## src/rtl/uart_pkg.sv

```systemverilog
// uart_pkg: register offsets, STATUS bit indices, FSM states and count saturation for uart_tx_mmio
package uart_pkg;
  localparam logic [2:0] TXDATA_OFS = 3'd0;
  localparam logic [2:0] STATUS_OFS = 3'd4;
  localparam int ST_BUSY = 0;
  localparam int ST_FULL = 1;
  localparam int ST_OVF = 2;
  localparam int ST_CNT = 3;
  typedef enum logic [1:0] {IDLE, START, DATA, STOP} state_t;
  function automatic logic [2:0] sat3(input int unsigned c);
    return c > 7 ? 3'd7 : 3'(c);
  endfunction
endpackage

```

## src/rtl/fifo_sync.sv

```systemverilog
// fifo_sync: first-word-fall-through FIFO; ports clk, rst (sync active-low), push/din, pop/dout, full, empty, count; push while full is accepted when a pop happens in the same cycle
module fifo_sync #(
  parameter int W = 8,
  parameter int D = 4
) (
  input  logic                 clk,
  input  logic                 rst,
  input  logic                 push,
  input  logic [W-1:0]         din,
  input  logic                 pop,
  output logic [W-1:0]         dout,
  output logic                 full,
  output logic                 empty,
  output logic [$clog2(D):0]   count
);
  localparam int AW = $clog2(D);
  logic [W-1:0] mem [D];
  logic [AW-1:0] wp, rp;
  logic do_push, do_pop;
  assign empty = count == '0;
  assign full = count == (AW+1)'(D);
  assign do_pop = pop && !empty;
  assign do_push = push && (!full || do_pop);
  assign dout = mem[rp];
  always_ff @(posedge clk)
    if (do_push) mem[wp] <= din;
  always_ff @(posedge clk)
    if (!rst) begin
      wp <= '0;
      rp <= '0;
      count <= '0;
    end else begin
      if (do_push) wp <= wp + 1'b1;
      if (do_pop) rp <= rp + 1'b1;
      count <= count + (AW+1)'(do_push) - (AW+1)'(do_pop);
    end
endmodule

```

## src/rtl/uart_tx_mmio.sv

```systemverilog
// uart_tx_mmio: MMIO 8N1 UART transmitter; ports clk, rst (sync active-low), addr/wr_data/st/ld bus, hit and rd_data (combinational), tx (registered serial out)
module uart_tx_mmio
  import uart_pkg::*;
#(
  parameter int               WIDTH = 32,
  parameter logic [WIDTH-1:0] BASE_ADDR = 32'h0000_FF00,
  parameter int               CLK_DIV = 868,
  parameter int               FIFO_DEPTH = 4
) (
  input  logic             clk,
  input  logic             rst,
  input  logic [WIDTH-1:0] addr,
  input  logic [WIDTH-1:0] wr_data,
  input  logic             st,
  input  logic             ld,
  output logic             hit,
  output logic [WIDTH-1:0] rd_data,
  output logic             tx
);
  localparam int BW = $clog2(CLK_DIV);
  localparam int CW = $clog2(FIFO_DEPTH) + 1;
  state_t state;
  logic [BW-1:0] baud;
  logic [2:0] idx;
  logic [7:0] shift, head;
  logic [CW-1:0] count;
  logic [5:0] status;
  logic ovf, full, empty, bit_end, pop, push, sel_tx, sel_st, unused_ok;
  assign hit = addr[WIDTH-1:3] == BASE_ADDR[WIDTH-1:3];
  assign sel_tx = {addr[2], 2'b00} == TXDATA_OFS;
  assign sel_st = {addr[2], 2'b00} == STATUS_OFS;
  assign push = st && hit && sel_tx;
  assign bit_end = baud == BW'(CLK_DIV - 1);
  assign pop = !empty && (state == IDLE || (state == STOP && bit_end));
  assign status = {sat3(32'(count)), ovf, full, state != IDLE || !empty};
  assign rd_data = ld && hit && sel_st ? WIDTH'(status) : '0;
  assign unused_ok = ^{addr[1:0], wr_data[WIDTH-1:8]};
  fifo_sync #(.W(8), .D(FIFO_DEPTH)) u_fifo (
    .clk(clk), .rst(rst), .push(push), .din(wr_data[7:0]), .pop(pop),
    .dout(head), .full(full), .empty(empty), .count(count)
  );
  always_ff @(posedge clk)
    if (!rst) begin
      state <= IDLE;
      tx <= 1'b1;
      baud <= '0;
      idx <= '0;
      shift <= '0;
      ovf <= 1'b0;
    end else begin
      if (push && full && !pop) ovf <= 1'b1;
      else if (st && hit && sel_st && wr_data[ST_OVF]) ovf <= 1'b0;
      baud <= state == IDLE || bit_end ? '0 : baud + 1'b1;
      if (pop) begin
        shift <= head;
        idx <= '0;
        state <= START;
        tx <= 1'b0;
      end else if (bit_end)
        case (state)
          IDLE: ;
          START: begin
            state <= DATA;
            tx <= shift[0];
          end
          DATA: if (idx == 3'd7) begin
            state <= STOP;
            tx <= 1'b1;
          end else begin
            shift <= shift >> 1;
            idx <= idx + 3'd1;
            tx <= shift[1];
          end
          STOP: begin
            state <= IDLE;
            tx <= 1'b1;
          end
        endcase
    end
endmodule

```

## config.mk

```make
export PLATFORM = sky130hd
export DESIGN_NAME = uart_tx_mmio
export DESIGN_NICKNAME = d
export VERILOG_FILES = /design/src/rtl/uart_pkg.sv /design/src/rtl/fifo_sync.sv /design/src/rtl/uart_tx_mmio.sv
export SDC_FILE = /design/constraint.sdc
export NUM_CORES = 1
export LEC_CHECK = 0
export CAP_MARGIN = 25
export CORE_MARGIN = 1
export CORE_UTILIZATION = 50
export DETAILED_ROUTE_END_ITERATION = 8
export GPL_ROUTABILITY_DRIVEN = 0
export PLACE_DENSITY = 0.85
export SLEW_MARGIN = 0
export SYNTH_ARGS = -nofsm -noshare
export SYNTH_HDL_FRONTEND = slang
export SYNTH_SLANG_ARGS = --single-unit
```

## constraint.sdc

```tcl
create_clock -name clk -period 6.98 [get_ports clk]
set_input_delay 2.094 -clock clk [delete_from_list [all_inputs] [get_ports clk]]
set_output_delay 2.094 -clock clk [all_outputs]
set_load 0.02 [all_outputs]
```

==> After elaboration in Yosys (flattened, before gate mapping) <==
Memories as Yosys holds them, arrays and structs flattened. A register that Yosys moved wholly into a read port is not among the register bits.
Cells that the tools add are included.
{ "op_classes": {"add_sub_neg": 6, "eq_ne": 10, "muxes": 19, "bitwise": 3, "n_reduce_logical": 34} }
{ "op_table": {"columns": ["op", "n"], "rows": [
  ["2-to-1 mux 8 bit", 4],
  ["equality test 29 x 13 -> 1 bit (second input constant)", 1],
  ["logical AND 1 bit", 12],
  ["AND reduction 3 bit", 4],
  ["adder 10 x 1 -> 10 bit (second input constant)", 1],
  ["equality test 10 bit (second input constant)", 1],
  ["2-to-1 mux 1 bit", 9],
  ["nonzero test 2 bit", 4],
  ["equality test 3 bit (second input constant)", 2],
  ["2-to-1 mux 2 bit", 3],
  ["2-to-1 mux 6 bit", 1],
  ["one-hot mux 2 bit (3 select lines)", 1],
  ["adder 2 x 1 -> 2 bit (second input constant)", 2],
  ["equality test 2 bit (second input constant)", 2],
  ["logical OR 1 bit", 4],
  ["inequality test 2 bit (second input constant)", 2],
  ["nonzero test 4 bit", 1],
  ["OR reduction 2 bit", 2],
  ["adder 3 x 1 -> 3 bit", 1],
  ["adder 3 x 1 -> 3 bit (second input constant)", 1],
  ["logical NOT 1 bit", 3],
  ["logical NOT 3 bit", 1],
  ["inequality test 3 bit (second input constant)", 1],
  ["inverter 1 bit", 3],
  ["6 further kinds", 6]
]} }
{ "word_totals": {"regBits": 32, "mem_bits_rw": 32, "inputBits": 68, "out_inout_bits": 34, "wordCells": 83, "memories": 1} }
{ "memory_table": {"columns": ["name", "words", "width", "rd", "rd_clocked_by_memory_dff", "write_ports", "line", "text"], "rows": [
  ["u_fifo.mem", 4, 8, 1, 1, 1, "fifo_sync.sv:17", "logic [W-1:0] mem [D];"]
]} }

==> Logic depth before layout (Yosys ltp) <==
Gate-level depths: netlist of run 1.
{ "logic_depth": {"word_depth": 9, "depth_mapped": 12} }

==> Modules after synthesis <==
A second synthesis of run 1 with hierarchy kept.
{ "hier_totals": {"cells_unflattened": 275, "hier_area_um2": 3268.1} }
{ "by_module_without_submodules": {"columns": ["module", "n_inst", "cells_per_inst", "area_each_um2", "seq_area_each_um2"], "rows": [
  ["uart_tx_mmio", 1, 186, 1637.8, 500.5],
  ["fifo_sync", 1, 89, 1630.3, 1141.1]
]} }

==> Worst setup path before layout of run 1 <==
OpenSTA, ideal clock, no wires.
{ "synth_timing": {"kind": "input -> output", "start": "in addr[4]", "end": "out rd_data[1]", "arrival_time_ns": 3.351, "slack_ns": 1.535, "stages": 3, "n_path_buf": 0, "path_cell_list": "nor4_1 nand4_1 nor4_1"} }
{ "synth_via": {"elab_chain_len": 4} }
{ "synth_lines": {"columns": ["item", "line", "text"], "rows": [
  ["start, declared", "uart_tx_mmio.sv:12", "input logic [WIDTH-1:0] addr,"],
  ["equality test 29 x 13 -> 1 bit", "uart_tx_mmio.sv:29", "assign hit = addr[WIDTH-1:3] == BASE_ADDR[WIDTH-1:3];"],
  ["logical AND 1 bit (2 in series)", "uart_tx_mmio.sv:36", "assign rd_data = ld && hit && sel_st ? WIDTH'(status) : '0;"],
  ["2-to-1 mux 6 bit", "uart_tx_mmio.sv:36", null],
  ["end, declared", "uart_tx_mmio.sv:17", "output logic [WIDTH-1:0] rd_data,"]
]} }
No other way between the ends.

==> Final worst setup path of run 1 <==
{ "layout_timing": {"start": "in addr[14]", "end": "out rd_data[0]"} }
Same word-level chain as after synthesis.

==> results of run 1 <==
==> power breakdown <==
group	switching, mW	internal [mW]
sequential	0.0000753	0.405
clock	0.153	0.168
combinational	0.0232	0.0234
total	0.176	0.596
==> state kept, by name, indices dropped and copies added, names as in the netlist, named ones only <==
signal	cells
u_fifo.mem	32
baud	10
shift	8
idx	3
u_fifo.count	3
state	2
u_fifo.rp	2
u_fifo.wp	2
ovf	1
tx	1
==> layout by cell type (no fill, tap or decap), drive strengths merged, types with 2 or more instances in the layout <==
cell type      synthesis  routed
nand2                 16      16
edfxtp                32      32
dfxtp                 34      34
a311oi                 3       3
a21oi                 11      11
and2                  11      11
nor2b                  2       2
or3                    2       2
nor4bb                 3       3
mux2i                 11      11
xnor2                  8       8
conb                   1      26
ha                    14      14
clkbuf                 6       9
o31a                   2       2
and4bb                 2       2
o31ai                  9       9
a21boi                 4       4
xor2                   3       3
clkinv                 0       3
nand4                  5       5
nor4                   9       9
nand3                  6       6
and4b                  2       2
clkdlybuf4s50          0      49
o21ai                  2       2
nor3                   7       7
nor2                  20      20
mux4                   8       8
inv                    7       9
nor3b                  3       3
buf                   30       2
==> per-layer routing <==
metal | GRT usage | vias up
met1 | 0.218 | 1080
met5 | 0 | -
met3 | 0.0666 | 6
li1 | - | 1094
met4 | 0.0502 | 0
met2 | 0.332 | 53
==> path summary, 6_finish.rpt <==
check	from	to	slack (ps)	cells after the start
setup / recovery	addr[14]	rd_data[0]	480	6
hold / removal	baud[0]	baud[0]	460	1
setup reg to reg	state[1]	u_fifo.count[2]	4290	9
hold reg to reg	baud[0]	baud[0]	460	1
==> per-stage QoR <==
stage	worst slack (ps)	util	hold WS, ps	cells
after detailed placement	459	0.591	442	401
final	476	0.622	459	417
after floorplan	1530	-	418	309
after global routing	245	0.622	495	417
after CTS	469	0.622	456	417
after global placement	480	0.591	432	401
==> logic make-up (layout without fill, tap and decap cells) <==
| kind of cell | Yosys count | count (layout) | share of synthesized area |
|---|---|---|---|
| AOI/OAI and AO/OA | 35 | 35 | 0.0768 |
| xor gates and xnor gates | 11 | 11 | 0.0293 |
| adders and majority gates | 15 | 15 | 0.0593 |
| buffers and inverters | 43 | 74 | 0.0802 |
| DFF | 66 | 66 | 0.499 |
| muxes | 19 | 19 | 0.0882 |
| other | 1 | 26 | 0.00114 |
| and+or+nand+nor | 94 | 94 | 0.166 |
==> critical path, cell delays in order <==
cell	delay (ps)
clkdlybuf4s50_1	450
nor4bb_1	380
nand4_1	280
nor3_1	370
a21boi_1	210
clkdlybuf4s50_1	630
==> layout make-up <==
type                            instances  area, µm²
Tap cell                               77       96.3
Clock inverter                          7       77.6
Clock buffer                            9        124
Sequential cell                        66       1640
Fill cell                             505       2400
Multi-Input combinational cell        200       1480
Timing Repair Buffer                   51        505
Inverter                                7       26.3
==> results.cfg, run 1 <==
[sta]
min_period_ps = 6500
fmax_ghz = 0.154
skew_ps = 8.91
finalSetupTns_ps = 0
rsz0062_at_grt = false
slew_headroom = 0.479
slew_viol_final = 0
setup-violations-final = 0
hold_violations = 0
fin_crit_sh = 0.932
tightestPinTransition_ps = 779

[routing]
drc = 0
vias = 2233
top_layer = met4
first_pass_iters = 4
antenna_left = 0
drt_wl_total_um = 6020
wl_met3_um = 210
wl_met1_um = 2590
post_drt_wl_per_cell_um = 14.4
via_per_inst = 5.35
wl_met2_um = 3160
drt_iter0_markers = 54

[global_route]
grt_antenna_before_repair = 0
grt.total_usage = 0.189
grt_pass1_wl_um = 10200
grt_start_max_net_pins = 25
grt_pass1_vias = 2234
overflow = 0

[clocking]
cts.repair.resized = 0
insertion_delay_ps = 340
cts_buffer_depth = 2
holdBufCountCts = 0
cts_tree = done
root_buffer = clkbuf_8
clk_pin_slew_worst_paths_ps = 80
post_cts.repair.setup_buffers = 0
numCtsBuffers = 9
h-tree-depth = 3
cts.sinks = 66

[synth]
syn-cell-area_um2 = 3290
synth_top_area_frac = 0.292
async_flop_share = 0
syn_inst = 284
synthesis.area_per_instance_um2 = 11.6
seq_area_frac_synth = 0.499
netlist-cell-type-count = 48
synth-edff-count = 32
yosysTopAreaCell = edfxtp_1
yosysWarnings = 0
synth_area_leaders = edfxtp_1, dfxtp_1, buf_4
synth.most_common_cell = dfxtp_1
ys_ff_latch = 66
ys.flop_type = dfxtp_1
synth_top_cells_by_count = dfxtp_1, edfxtp_1, buf_4

[critical_path]
crit_type = input port to output pin
required_ps = 4890
startpoint_type = input port
endpoint_kind = output pin
cp_data_arrival_time_ps = 4410
crit_fanout = 5

[power_and_ir_drop]
ir_worst_vdd_v = 0.000170
p_leak_nw = 1.42
p_per_area_nw_per_um2 = 195
finalPower_mw = 0.772

[floorplan]
io_pins = 102
dieArea_um2 = 6910
initial_core_util = 0.518
fp.dieH_um = 83.1
coreArea_um2 = 6350
die-width_um = 83.1
rows = 29

[cells_and_area]
antenna_cells = 0
drive_above_1_share = 0.0971
final_cell_area_um2 = 3950
area_growth_syn_to_layout_pct = 20.0
layout.nets = 418

[place]
io_buffers = 49
dp_hpwl_um = 4440
placed_cell_area_um2 = 3750

[job]
maxCapViolCount = 0

[run_status]
outcome = finished, final reports clean

[hold_path]
hp-class = flop to flop
Power figures use the tool's default switching activity.
==> run 2, diff against run 1 <==
--- a/config.mk
+++ b/config.mk
@@ -8,10 +8,10 @@
 export CAP_MARGIN = 25
 export CORE_MARGIN = 1
 export CORE_UTILIZATION = 50
+export CTS_CLUSTER_DIAMETER = 200
 export DETAILED_ROUTE_END_ITERATION = 8
 export GPL_ROUTABILITY_DRIVEN = 0
 export PLACE_DENSITY = 0.85
-export SLEW_MARGIN = 0
 export SYNTH_ARGS = -nofsm -noshare
 export SYNTH_HDL_FRONTEND = slang
 export SYNTH_SLANG_ARGS = --single-unit
==> results of run 2 <==
Same layout as run 1: the final DEF is identical, and so are final timing and power.
